$ cat config.mk
export PLATFORM = sky130hd
export DESIGN_NAME = br_send_arbiter
export DESIGN_NICKNAME = d
export VERILOG_FILES = /design/src/rtl/br_send_arbiter.sv
export SDC_FILE = /design/constraint.sdc
export NUM_CORES = 1
export LEC_CHECK = 0
export BUFFER_PORTS_ARGS = -buffer_cell sky130_fd_sc_hd__buf_2
export CAP_MARGIN = 10
export CORE_MARGIN = 2
export CORE_UTILIZATION = 40
export DETAILED_ROUTE_END_ITERATION = 8
export GPL_TIMING_DRIVEN = 0
export MAX_ROUTING_LAYER = met4
export PLACE_DENSITY = 0.72
export SETUP_SLACK_MARGIN = 0.3
export SLEW_MARGIN = 20
export SYNTH_ARGS = -nofsm -noshare
export SYNTH_HDL_FRONTEND = slang
export SYNTH_SLANG_ARGS = --single-unit
$ cat constraint.sdc
create_clock -name clk_i -period 2.6 [get_ports clk_i]
set_clock_uncertainty 0.05 [all_clocks]
set_input_delay 0.39 -clock clk_i [delete_from_list [all_inputs] [get_ports clk_i]]
set_output_delay 0.39 -clock clk_i [all_outputs]
set_load 0.005 [all_outputs]
$ cat src/rtl/br_send_arbiter.sv
// Round-robin arbiter sharing the BrLite local output among N_REQ requesters,
// with a registered req/ack handshake, per-requester completion pulse and optional ack watchdog.
module br_send_arbiter #(
    parameter int N_REQ       = 2,
    parameter int ACK_TIMEOUT = 0,
    parameter int PAYLOAD_W   = 64,
    localparam int GW = (N_REQ > 1) ? $clog2(N_REQ) : 1,
    localparam int TW = (ACK_TIMEOUT > 0) ? $clog2(ACK_TIMEOUT + 1) : 1
) (
    input  logic                            clk_i,
    input  logic                            rst_i,
    input  logic [N_REQ-1:0]                req_i,
    input  logic [N_REQ-1:0][PAYLOAD_W-1:0] data_i,
    output logic [N_REQ-1:0]                ack_o,
    output logic                            drop_o,
    output logic [GW-1:0]                   grant_o,
    output logic                            busy_o,
    output logic [31:0]                     sent_cnt_o,
    input  logic                            br_local_busy_i,
    output logic                            br_req_o,
    input  logic                            br_ack_i,
    output logic [PAYLOAD_W-1:0]            br_data_o
);

    typedef enum logic [1:0] {
        IDLE    = 2'd0,
        SEND    = 2'd1,
        RELEASE = 2'd2
    } state_t;

    localparam logic [TW-1:0] TMO_LAST = TW'((ACK_TIMEOUT > 0) ? ACK_TIMEOUT - 1 : 0);
    localparam logic [N_REQ-1:0] ONE_HOT0 = {{(N_REQ-1){1'b0}}, 1'b1};

    state_t               state_q;
    logic                 br_req_q;
    logic [PAYLOAD_W-1:0] br_data_q;
    logic [N_REQ-1:0]     ack_q;
    logic                 drop_q;
    logic [GW-1:0]        grant_q;
    logic                 busy_q;
    logic [31:0]          sent_cnt_q;
    logic [GW-1:0]        rr_ptr_q;
    logic [TW-1:0]        tmo_cnt_q;

    logic                 found;
    logic [GW-1:0]        sel;
    logic [GW-1:0]        ptr_d;
    logic                 timeout_hit;

    // First requesting index at or above rr_ptr, wrapping modulo N_REQ.
    always_comb begin
        found = 1'b0;
        sel   = '0;
        for (int i = 0; i < N_REQ; i++) begin
            int idx;
            idx = int'(rr_ptr_q) + i;
            if (idx >= N_REQ) idx = idx - N_REQ;
            if (!found && req_i[idx]) begin
                found = 1'b1;
                sel   = GW'(idx);
            end
        end
    end

    assign ptr_d       = (grant_q == GW'(N_REQ - 1)) ? '0 : grant_q + 1'b1;
    assign timeout_hit = (ACK_TIMEOUT != 0) && (tmo_cnt_q == TMO_LAST);

    always_ff @(posedge clk_i) begin
        if (rst_i) begin
            state_q    <= IDLE;
            br_req_q   <= 1'b0;
            br_data_q  <= '0;
            ack_q      <= '0;
            drop_q     <= 1'b0;
            grant_q    <= '0;
            busy_q     <= 1'b0;
            sent_cnt_q <= '0;
            rr_ptr_q   <= '0;
            tmo_cnt_q  <= '0;
        end else begin
            case (state_q)
                IDLE: begin
                    if (found && !br_local_busy_i) begin
                        grant_q   <= sel;
                        br_data_q <= data_i[sel];
                        br_req_q  <= 1'b1;
                        tmo_cnt_q <= '0;
                        busy_q    <= 1'b1;
                        state_q   <= SEND;
                    end
                end
                SEND: begin
                    // Ack takes priority over a watchdog expiry on the same edge.
                    if (br_ack_i) begin
                        br_req_q   <= 1'b0;
                        ack_q      <= ONE_HOT0 << grant_q;
                        sent_cnt_q <= sent_cnt_q + 32'd1;
                        rr_ptr_q   <= ptr_d;
                        state_q    <= RELEASE;
                    end else if (timeout_hit) begin
                        br_req_q <= 1'b0;
                        ack_q    <= ONE_HOT0 << grant_q;
                        drop_q   <= 1'b1;
                        rr_ptr_q <= ptr_d;
                        state_q  <= RELEASE;
                    end else if (tmo_cnt_q != '1) begin
                        tmo_cnt_q <= tmo_cnt_q + 1'b1;
                    end
                end
                RELEASE: begin
                    // One cycle for the winner to drop its level request.
                    ack_q   <= '0;
                    drop_q  <= 1'b0;
                    busy_q  <= 1'b0;
                    state_q <= IDLE;
                end
                default: state_q <= IDLE;
            endcase
        end
    end

    assign br_req_o   = br_req_q;
    assign br_data_o  = br_data_q;
    assign ack_o      = ack_q;
    assign drop_o     = drop_q;
    assign grant_o    = grant_q;
    assign busy_o     = busy_q;
    assign sent_cnt_o = sent_cnt_q;

endmodule

Yosys cells after proc, flatten, opt, wreduce, memory -nomap -nowiden
Cells that the tools add are included.
{"block": "totals", "regBits": 104, "inputBits": 134, "word_cells": 61, "output_inout_bits": 102}
{"block": "classes", "addsub": 5, "n_reduce_logical": 14, "n_mux": 24, "n_shift": 1, "n_lt_le_gt_ge": 5, "eq_ne": 4}
{"operator": "$mux W64", "count": 2}
{"operator": "$lt A32 B3 Y1 const B", "count": 2}
{"operator": "$mux W32", "count": 2}
{"operator": "$add A32 B1 Y32 const B", "count": 1}
{"operator": "$mux W1", "count": 13}
{"operator": "$reduce_and A2 Y1", "count": 5}
{"operator": "$pmux W2 S2", "count": 2}
{"operator": "$mux W2", "count": 3}
{"operator": "$reduce_bool A2 Y1", "count": 3}
{"operator": "$ne A2 B2 Y1 const B", "count": 2}
{"operator": "$pmux W1 S2", "count": 2}
{"operator": "$reduce_and A3 Y1", "count": 1}
{"operator": "$sub A1 B2 Y3 const B", "count": 1}
{"operator": "$sub A2 B2 Y3 const B", "count": 1}
{"operator": "$add A1 B1 Y2 const B", "count": 1}
{"operator": "$eq A2 B1 Y1 const B", "count": 1}
{"operator": "$eq A2 B2 Y1 const B", "count": 1}
{"operator": "$ge A1 B2 Y1 const B", "count": 1}
{"operator": "$ge A2 B2 Y1 const B", "count": 1}
{"operator": "$logic_and A1 B1 Y1", "count": 2}
{"operator": "$logic_not A1 Y1", "count": 2}
{"operator": "$logic_not A2 Y1", "count": 1}
{"operator": "$lt A1 B2 Y1 const B", "count": 1}
{"operator": "$shl A1 B1 Y2 const A", "count": 1}
{"operator": "$add A1 B1 Y1 const B", "count": 1}

Depth between registers and ports, before layout
{"block": "logic_depth", "word_depth": 12, "ltp_mapped": 7, "depth_no_buf": 5}

Least setup slack after synthesis
OpenSTA, ideal clock, no wires.
{"block": "synth_path", "path_kind": "register to register", "start": "register sent_cnt_q[0], in the netlist sent_cnt_o[0]", "end": "register sent_cnt_q[28], in the netlist sent_cnt_o[28]", "period_less_slack_ps": 2003, "path_stages_with_launch": 7, "path_buffers": 1, "t_required_ps": 2479, "path_slack_ps": 597, "t_arrival_ps": 1883, "setup_ps": 71, "cell_sequence": "dfxtp_1 > ha_1 > nand3_1 > or3_1 > clkbuf_1 > or4_1 > a21oi_1"}
{"block": "synth_via", "elab_chain_len": 1}
{"element": "start: declaration", "line": "41", "text": "logic [31:0] sent_cnt_q;"}
{"element": "start signal: assignment", "line": "97", "text": "sent_cnt_q <= sent_cnt_q + 32'd1;"}
{"element": "$add A32 B1 Y32", "line": "97"}
Every way passes these cells.
A chain may end at the register's enable or synchronous reset.

Final worst setup path
{"block": "layout_path", "start": "register sent_cnt_q[11], in the netlist sent_cnt_o[11]", "end": "register sent_cnt_q[25], in the netlist sent_cnt_o[25]"}
Same word-level chain as after synthesis.

==> summary.txt <==
STA
----------------------------------------------------------------------------------------
Final Hold Fails                                                                       0
# setup viols final                                                                    0
Slew Limit Fails                                                                       0
Final min period                                                                 2.20 ns
Summed negative setup slack over all endpoints                                      0 ns
Slew headroom                                                                      51.8%
Share of the cycle needed by the critical path after routing                       84.8%
Tightest Pin Transition                                                         0.723 ns
Worst Hold Slack                                                                0.331 ns
Highest Clock Rate                                                             0.454 GHz
Unrepaired setup endpoints after global routing                                    false

WORST SETUP PATH
----------------------------------------------------------------------------------------
Most common cell on crit path                                               sky130_fd_sc_hd__buf_2
Reg2reg setup slack                                                              0.40 ns
Crit Reg-Reg Endpoint                                                       sent_cnt_o[25]
Crit end category                                                              flip-flop
Launching element type of the critical path                                    flip-flop
CP max stage cell                                                           sky130_fd_sc_hd__or4_1
Crit Reg-Reg Startpoint                                                     sent_cnt_o[11]
Kind of critical path                                                         reg -> reg
Reg2Reg Depth                                                                          7
CP delay by family, top                                                     simple AND/OR/NAND/NOR gates
CP required                                                                      2.76 ns
Worst path cell trace                                                       nand4_1 > or4_1 > buf_2 > buf_6 > buf_2 > o31ai_1 > a21oi_1
Data arrival, critical path                                                      2.36 ns
Max Fanout on Critical Path                                                           10
Total buffers and inverters traversed by the critical path                             3
Max stage delay on crit path                                                     0.60 ns

HOLD PATH
----------------------------------------------------------------------------------------
HP Class                                                                       in -> reg
Hold Path End                                                               br_data_o[45]
Hold wc startpoint                                                           data_i[109]
WHS Path Cells                                                                         3

POWER
----------------------------------------------------------------------------------------
Total power divided by cell area                                              582 nW/um2
Worst vdd ir                                                                    0.312 mV
Leakage power                                                                    3.01 nW

FINISH
----------------------------------------------------------------------------------------
Fill cell count                                                                     1040
Most common cell after layout, fill and taps aside                          sky130_fd_sc_hd__buf_2
Post-synthesis to final-layout area growth                                         36.1%
Proportion of layout cells with a drive suffix above 1                             36.1%
Nets@finish                                                                          889
Highest-count cells in the layout ignoring fill and taps                    sky130_fd_sc_hd__buf_2, sky130_fd_sc_hd__dfxtp_1, sky130_fd_sc_hd__nor2_1

CLOCKING
----------------------------------------------------------------------------------------
Number of sinks handled by clock tree synthesis                                      104
Clock network latency to the later pin of the worst-skew pair                    0.34 ns
CTS buffer count                                                                       9
Master cell of the clock root buffer                                        sky130_fd_sc_hd__clkbuf_16
Clock tree from TritonCTS                                                          built
Clk slew on worst S/H paths                                                      0.07 ns
Number of buffers on the longest clock path                                            2
H-tree lvl count                                                                       3

JOB
----------------------------------------------------------------------------------------
Max-capacitance violation count                                                        0

ROUTING
----------------------------------------------------------------------------------------
Vias post-DR                                                                        4717
WL per Instance                                                                  15.3 um
Vias per inst                                                                       5.22
Final wirelength                                                                13800 um
Number of search-and-repair iterations in the first detailed-routing pass              4
Count of routing violations after the opening detailed-route iteration               352
Post-detailed-route DRC marker count                                                   0
Count of nets left with antenna violations after detail routing                        0

GLOBAL ROUTE
----------------------------------------------------------------------------------------
First-pass GRT wire length                                                      22100 um
Vias in the first global route                                                      4638
Largest net degree at the start of global routing                                     16
Antenna violations before repair                                                       2
Global-route usage over all layers                                                 22.4%
Global route total overflow                                                            0

SYNTH
----------------------------------------------------------------------------------------
Sequential element share of the synthesized area                                   45.1%
Synth Cell Area                                                                 4620 um2
Syn Nets                                                                             645
Synth Instances                                                                      510
Mean cell area of the mapped netlist                                            9.05 um2
Number of unique standard cell types used by synthesis                                34
Yosys warning total                                                                    0
Number of flip-flops and latches in the synthesized netlist                          104

FLOORPLAN
----------------------------------------------------------------------------------------
Die area                                                                       12400 um2
Width of the chip                                                                 111 um
Placeable core region                                                          11300 um2
Floorplan die height                                                              111 um
Initial standard-cell utilization of the core                                      40.8%
Number of placement rows                                                              39
Number of I/O pins                                                                   236

PLACE
----------------------------------------------------------------------------------------
Half-perimeter wire length after detailed placement                             10700 um
Final weighted congestion in routability-driven placement                          0.847
Count of buffers inserted at the top-level ports                                     233

OUTCOME
----------------------------------------------------------------------------------------
Outcome                                                                     finished clean

logic make-up (layout without fill, tap and decap cells):
logic type	count (synthesis)	in the layout	share of synthesized area, %
simple gates	160	160	16.6
compound gates	117	117	17.3
flops	104	104	45.1
mux	64	64	13.9
buf+inv	52	300	4.66
xor+xnor	11	11	2.09
fa+ha+maj	1	1	0.271
other cells	1	3	0.0812
stage by stage:
stage	util (%)	total power [mW]	cell area, um2	setup WS [ns]	std cells
2_1_floorplan	-	2.07	4620	0.597	510
6_report	55.5	3.65	6280	0.395	903
3_5_place_dp	52.7	2.35	5960	0.225	886
4_1_cts	55.2	3.69	6250	0.358	901
3_3_place_gp	52.7	2.34	5960	0.302	886
5_1_grt	55.5	3.82	6280	0.308	903
power breakdown:
group          switching [mW]  internal [mW]  leakage [nW]
clock                   0.574          0.763         0.145
sequential             0.0564           1.69         0.855
combinational           0.295          0.273          2.01
flip-flops by register name, summed over array words and instances (netlist names):
name	count
state_q	2
sent_cnt_o	32
grant_o	1
br_req_o	1
ack_o	2
busy_o	1
rr_ptr_q	1
br_data_o	64
timing repair:
action                     CTS  global route
buffers inserted             0             0
hold buffers                 0             0
setup endpoints to repair    2            35
resized for setup            2            20
Yosys cell counts:
cell type / number / area share, %
sky130_fd_sc_hd__a211oi_1: 65 / 11
sky130_fd_sc_hd__a21oi_1: 25 / 2.7
sky130_fd_sc_hd__a22oi_1: 2 / 0.33
sky130_fd_sc_hd__a2bb2oi_1: 1 / 0.19
sky130_fd_sc_hd__a31o_2: 2 / 0.38
sky130_fd_sc_hd__and2_1: 1 / 0.14
sky130_fd_sc_hd__and3_1: 2 / 0.27
sky130_fd_sc_hd__and3b_1: 1 / 0.19
sky130_fd_sc_hd__and4_1: 3 / 0.57
sky130_fd_sc_hd__buf_1: 5 / 0.41
sky130_fd_sc_hd__buf_2: 7 / 0.76
sky130_fd_sc_hd__buf_4: 1 / 0.16
sky130_fd_sc_hd__buf_6: 1 / 0.24
sky130_fd_sc_hd__clkbuf_1: 28 / 2.3
sky130_fd_sc_hd__conb_1: 1 / 0.081
sky130_fd_sc_hd__dfxtp_1: 104 / 45
sky130_fd_sc_hd__ha_1: 1 / 0.27
sky130_fd_sc_hd__inv_1: 10 / 0.81
sky130_fd_sc_hd__mux2i_1: 64 / 14
sky130_fd_sc_hd__nand2_1: 16 / 1.3
sky130_fd_sc_hd__nand2b_1: 1 / 0.14
sky130_fd_sc_hd__nand3_1: 10 / 1.1
sky130_fd_sc_hd__nand3b_1: 2 / 0.33
sky130_fd_sc_hd__nand4_1: 10 / 1.4
sky130_fd_sc_hd__nor2_1: 82 / 6.7
sky130_fd_sc_hd__nor3_1: 3 / 0.33
sky130_fd_sc_hd__nor4_1: 5 / 0.68
sky130_fd_sc_hd__o21ai_0: 9 / 0.98
sky130_fd_sc_hd__o31ai_1: 13 / 2.1
sky130_fd_sc_hd__or2_2: 1 / 0.14
sky130_fd_sc_hd__or3_1: 10 / 1.4
sky130_fd_sc_hd__or4_1: 13 / 2.1
sky130_fd_sc_hd__xnor2_1: 8 / 1.5
sky130_fd_sc_hd__xor2_1: 3 / 0.57
cell type report:
type	count	area, um2	area share, %
Inverter	10	37.5	0.598
Timing Repair Buffer	233	1170	18.6
Antenna cell	2	5.00	0.0797
Clock inverter	4	45.0	0.717
Sequential cell	104	2090	33.3
Multi-Input combinational cell	354	2330	37.1
Clock buffer	11	243	3.87
Tap cell	143	179	2.85
Buffer	42	188	2.99
per-layer routing:
layer | wire length [um] | GRT usage, %
met5 | 0 | -
met4 | 297 | 9.05
met3 | 839 | 4.90
met2 | 6880 | 37.6
met1 | 5790 | 26.1
tightest hold or removal path: cells and delay by family:
family / cells / cell delay (ns)
muxes: 1 / 0.11
buffers and inverters: 1 / 0.10
AOI/OAI and AO/OA: 1 / 0.08
worst max-delay path by stage:
stage | startpoint | end | depth (start not counted)
4_1_cts | sent_cnt_o[9] | sent_cnt_o[25] | 7
3_5_place_dp | br_local_busy_i | br_data_o[40] | 7
2_1_floorplan | sent_cnt_o[0] | sent_cnt_o[28] | 6
3_3_place_gp | req_i[0] | br_data_o[6] | 7
5_1_grt | sent_cnt_o[11] | sent_cnt_o[25] | 7
6_report | sent_cnt_o[11] | sent_cnt_o[25] | 7
No activity file was read; power rests on OpenSTA's default activity.
